### config.mk
export PLATFORM = sky130hd
export DESIGN_NAME = mips_prog_loader
export DESIGN_NICKNAME = d
export VERILOG_FILES = /design/src/rtl/mips_prog_loader.sv
export SDC_FILE = /design/constraint.sdc
export NUM_CORES = 1
export LEC_CHECK = 0
export ABC_AREA = 0
export BUFFER_PORTS_ARGS = -buffer_cell sky130_fd_sc_hd__buf_2
export CAP_MARGIN = 20
export CORE_UTILIZATION = 35
export CTS_CLUSTER_DIAMETER = 150
export CTS_CLUSTER_SIZE = 8
export DETAILED_ROUTE_END_ITERATION = 10
export PLACE_DENSITY = 0.63
export REMOVE_ABC_BUFFERS = 1
export SLEW_MARGIN = 20
export SYNTH_ARGS = -nofsm -noshare
export SYNTH_HDL_FRONTEND = slang
export SYNTH_SLANG_ARGS = --single-unit
### constraint.sdc
create_clock -name clk1 -period 3.4 [get_ports clk1]
set_clock_uncertainty 0.15 [all_clocks]
set_input_delay 0.68 -clock clk1 [delete_from_list [all_inputs] [get_ports clk1]]
set_output_delay 0.68 -clock clk1 [all_outputs]
set_load 0.05 [all_outputs]
### src/rtl/mips_prog_loader.sv
// Boot loader: frames a big-endian byte stream (count, base, words) into word writes to the
// pipeline's unified memory, then pulses cpu_start to release the core.
module mips_prog_loader #(
    parameter int ADDR_W = 10,
    parameter int CNT_W  = 16
) (
    input  logic              clk1,
    input  logic              rst,
    input  logic              load_start,
    input  logic              in_valid,
    input  logic [7:0]        in_data,
    output logic              in_ready,
    output logic              mem_we,
    output logic [ADDR_W-1:0] mem_addr,
    output logic [31:0]       mem_wdata,
    output logic              busy,
    output logic              done,
    output logic              error,
    output logic              cpu_start
);

    typedef enum logic [2:0] {
        S_IDLE,
        S_HDR_CNT,
        S_HDR_BASE,
        S_DATA,
        S_FIN
    } state_t;

    localparam logic [CNT_W:0] MEM_WORDS = (CNT_W+1)'(2**ADDR_W);

    state_t              state_q, state_d;
    logic [1:0]          idx_q, idx_d;
    logic [7:0]          hi_q, hi_d;
    logic [CNT_W-1:0]    cnt_q, cnt_d;
    logic [ADDR_W-1:0]   ptr_q, ptr_d;
    logic [23:0]         acc_q, acc_d;
    logic                ovf_q, ovf_d;
    logic                we_q, we_d;
    logic [ADDR_W-1:0]   addr_q, addr_d;
    logic [31:0]         wdata_q, wdata_d;
    logic                done_q, done_d;
    logic                err_q, err_d;
    logic                start_q, start_d;

    logic                hs;
    logic [ADDR_W-1:0]   base_w;
    logic [CNT_W:0]      end_w;
    logic                ovf_now;

    // Overflow is judged on the truncated base with one extra bit so the sum cannot wrap.
    always_comb begin
        base_w  = ADDR_W'({hi_q, in_data});
        end_w   = (CNT_W+1)'(base_w) + (CNT_W+1)'(cnt_q);
        ovf_now = (end_w > MEM_WORDS);
    end

    always_comb begin
        state_d  = state_q;
        idx_d    = idx_q;
        hi_d     = hi_q;
        cnt_d    = cnt_q;
        ptr_d    = ptr_q;
        acc_d    = acc_q;
        ovf_d    = ovf_q;
        we_d     = 1'b0;
        addr_d   = addr_q;
        wdata_d  = wdata_q;
        done_d   = done_q;
        err_d    = err_q;
        start_d  = 1'b0;
        in_ready = 1'b0;
        busy     = 1'b0;
        hs       = 1'b0;

        case (state_q)
            S_IDLE: begin
                if (load_start) begin
                    state_d = S_HDR_CNT;
                    idx_d   = '0;
                    ovf_d   = 1'b0;
                    done_d  = 1'b0;
                    err_d   = 1'b0;
                end
            end

            S_HDR_CNT: begin
                in_ready = 1'b1;
                busy     = 1'b1;
                hs       = in_valid;
                if (hs) begin
                    if (idx_q == 2'd0) begin
                        hi_d  = in_data;
                        idx_d = 2'd1;
                    end else begin
                        cnt_d   = CNT_W'({hi_q, in_data});
                        idx_d   = '0;
                        state_d = S_HDR_BASE;
                    end
                end
            end

            S_HDR_BASE: begin
                in_ready = 1'b1;
                busy     = 1'b1;
                hs       = in_valid;
                if (hs) begin
                    if (idx_q == 2'd0) begin
                        hi_d  = in_data;
                        idx_d = 2'd1;
                    end else begin
                        ptr_d   = base_w;
                        ovf_d   = ovf_now;
                        err_d   = ovf_now;
                        idx_d   = '0;
                        state_d = (cnt_q == '0) ? S_FIN : S_DATA;
                    end
                end
            end

            S_DATA: begin
                in_ready = 1'b1;
                busy     = 1'b1;
                hs       = in_valid;
                if (hs) begin
                    if (idx_q != 2'd3) begin
                        acc_d = {acc_q[15:0], in_data};
                        idx_d = idx_q + 2'd1;
                    end else begin
                        // Overflowed frames are drained to keep the stream aligned, but never written.
                        if (!ovf_q) begin
                            we_d    = 1'b1;
                            addr_d  = ptr_q;
                            wdata_d = {acc_q, in_data};
                            ptr_d   = ptr_q + ADDR_W'(1);
                        end
                        idx_d = '0;
                        cnt_d = cnt_q - CNT_W'(1);
                        if (cnt_q == CNT_W'(1)) begin
                            state_d = S_FIN;
                        end
                    end
                end
            end

            S_FIN: begin
                done_d  = !ovf_q;
                err_d   = ovf_q;
                start_d = !ovf_q;
                state_d = S_IDLE;
            end

            default: begin
                state_d = S_IDLE;
            end
        endcase
    end

    always_ff @(posedge clk1) begin
        if (rst) begin
            state_q <= S_IDLE;
            idx_q   <= '0;
            hi_q    <= '0;
            cnt_q   <= '0;
            ptr_q   <= '0;
            acc_q   <= '0;
            ovf_q   <= 1'b0;
            we_q    <= 1'b0;
            addr_q  <= '0;
            wdata_q <= '0;
            done_q  <= 1'b0;
            err_q   <= 1'b0;
            start_q <= 1'b0;
        end else begin
            state_q <= state_d;
            idx_q   <= idx_d;
            hi_q    <= hi_d;
            cnt_q   <= cnt_d;
            ptr_q   <= ptr_d;
            acc_q   <= acc_d;
            ovf_q   <= ovf_d;
            we_q    <= we_d;
            addr_q  <= addr_d;
            wdata_q <= wdata_d;
            done_q  <= done_d;
            err_q   <= err_d;
            start_q <= start_d;
        end
    end

    assign mem_we    = we_q;
    assign mem_addr  = addr_q;
    assign mem_wdata = wdata_q;
    assign done      = done_q;
    assign error     = err_q;
    assign cpu_start = start_q;

endmodule

==> results.txt <==
Maximum vdd drop -> 0.377 mV
Layout area overhead -> 13.3%
CP arrival -> 2.80 ns
Post-place instance area -> 5880 um^2
Share of post-route cells with drive strength above 1 -> 14.3%
Fin worst setup slack -> 0.679 ns
H-tree depth -> 3
Hold buffer count at CTS -> 0
Die H -> 127 um
Power Dens Cells -> 574 nW/um^2
Design area -> 6210 um^2
Largest stage delay, worst path -> 0.41 ns
Post-synthesis sequential area ratio -> 40.2%
Placed Cells -> 935
Critical-path top delay cell -> fa_1
Post-CTS setup buffers -> 0
Vias in the first global route -> 4477
Synth warn -> 0
GRT Total Usage -> 18.0%
Final min period -> 2.72 ns
PortBufs -> 59
Ant diodes -> 0
Synth top area share -> 40.2%
Final std cells w/o fill -> 951
Setup TNS -> 0 ns
Number of synthesized flops with an enable pin -> 0
CP Class -> input pin to register
Gr ovfl total -> 0
R2r startpoint -> cnt_q[0]
Syn Inst Count -> 705
RSZ-0062 raised after global routing -> false
Worst Hold Depth -> 2
Hold Startpoint -> acc_q[18]
Period utilisation layout -> 80.0%
Leakage -> 2.34 nW
# DRC -> 0
DR WL/cell -> 14.8 um
Post-synth top area cell -> dfxtp_1
Highest Clock Rate -> 367 MHz
Synth top area cells -> dfxtp_1, nand2_1, a21oi_1, nor2_1, ha_1
Most frequent cell after synthesis -> nand2_1
Initial antenna violation count -> 0
Setup violators final -> 0
Post-Syn Area per Cell -> 7.78 um^2
DPL Wire Length -> 9620 um
CP Capture Type -> register
Flop and latch count out of synthesis -> 110
Total power -> 3.56 mW
CTS sink count -> 110
First drt pass iteration count -> 5
Initial Utilization -> 35.9%
CTS root buf -> clkbuf_16
Hold Crit Class -> register to register
Endpoints failing hold -> 0
DR vias/cell -> 5.33
Core area -> 15300 um^2
Ys async rst share -> 0%
Setup WS pre-CTS -> 0.314 ns
DR iter-0 viols -> 486
Synth Flop Type -> dfxtp_1
Total clock buffers created by CTS -> 9
Num rows -> 45
Status -> completed
Fin nets -> 763
Critical Path Fanout Max -> 6
Hold Path Sink -> mem_wdata[26]
Cts repair resizes -> 0
Routability cong. -> 0.845
Clk_lat worst skew -> 0.35 ns
Slew headroom -> 61.0%
WL final -> 14100 um
Yosys cell types -> 72
Antenna Nets Post-Route -> 0
Post-synth top cells -> nand2_1, dfxtp_1, a21oi_1
Via Count -> 5065
R2R Setup Slk -> 0.77 ns
Die area -> 16200 um^2
CTS tree -> built
Mapped Area -> 5480 um^2
Ports -> 60
Reg clk slew, reported paths -> 0.08 ns
Maxcap violations -> 0
First-pass GRT wire length -> 23200 um
Pin count of the biggest net entering global routing -> 53
FF-to-FF End -> error
Max-slew violations -> 0
Fill count -> 1573
Die W -> 127 um
Max Buffers Root-to-Sink -> 2
Worst path required time -> 3.48 ns
Crit path cell chain -> buf_2 > ha_1 > fa_1 > a21o_1 > a211oi_2 > a21oi_1 > a2111o_1 > o31ai_2 > a31oi_1
Worst r2r path cells -> 7
Startpoint Class -> input pin
Worst slew pin tran -> 0.586 ns
-- cell families (layout without fill, tap and decap cells) --
kind of cell,after synthesis,count (layout),synth area share (%)
adders and majority gates,17,17,3.97
buffers and inverters,59,94,4.98
and+or+nand+nor,295,295,24.3
AOI/OAI and AO/OA,206,206,23.4
muxes,13,13,2.40
xor gates and xnor gates,5,5,0.799
DFF,110,110,40.2
-- routing by layer --
metal | track usage, % | routed length (um)
met1 | 25.9 | 7100
met4 | 5.74 | 242
met2 | 26.7 | 6030
met5 | 0 | 0
met3 | 3.77 | 740
-- layout by cell type, fill, tap and decap left out, types with 11 or more instances in the layout --
cell type  Yosys  routed
buf_2         14      58
nor2_1        60      60
o21ai_0       27      27
nand2_1      161     161
a21oi_1      100     100
ha_1          15      15
buf_4          5      11
nand3_1       13      13
mux2i_1       12      12
dfxtp_1      110     110
-- metrics by stage --
step	hold slack [ns]	utilization, %
after floorplan	0.276	-
after detailed placement	0.294	38.5
after CTS	0.304	40.7
after global routing	0.319	40.7
after global placement	0.292	38.5
final	0.299	40.7
-- how the worst max path moves through the flow --
| stage | slack, ns | start | cells after the start | to |
|---|---|---|---|---|
| 2_1_floorplan | 0.49 | state_q[1] | 5 | mem_addr[0] |
| 3_3_place_gp | 0.35 | in_data[0] | 9 | error |
| 3_5_place_dp | 0.31 | in_data[0] | 9 | error |
| 4_1_cts | 0.68 | in_data[0] | 9 | error |
| 5_1_grt | 0.53 | in_data[0] | 9 | error |
| 6_report | 0.68 | in_data[0] | 9 | error |
-- worst max-delay path: cells and delay by family --
kind,cells,cell delay [ns]
buffers and inverters,1,0.15
adder cells (fa/ha/maj),2,0.64
AO/OA/AOI/OAI,6,1.34
-- power by group --
group          internal (mW)  switching (mW)  leakage [nW]
Clock                  0.660           0.515         0.160
Sequential              1.35           0.122         0.887
Combinational          0.344           0.568          1.30
-- cell type report --
class / instances / area (um^2) / area share, %
clock inverter: 6 / 103 / 1.65
sequential: 110 / 2200 / 35.5
multi-input combinational: 536 / 3010 / 48.4
timing repair buffer: 69 / 373 / 6.00
tap: 211 / 264 / 4.25
clock buffer: 10 / 229 / 3.69
inverter: 9 / 33.8 / 0.544
-- state kept, by name, indices dropped and copies added (netlist names) --
| register | flops |
|---|---|
| cpu_start | 1 |
| done | 1 |
| mem_we | 1 |
| cnt_q | 16 |
| acc_q | 24 |
| mem_addr | 10 |
| state_q | 3 |
| hi_q | 8 |
| idx_q | 2 |
| error | 1 |
| mem_wdata | 32 |
| ptr_q | 10 |
| ovf_q | 1 |
(Power assumes the default switching activity.)
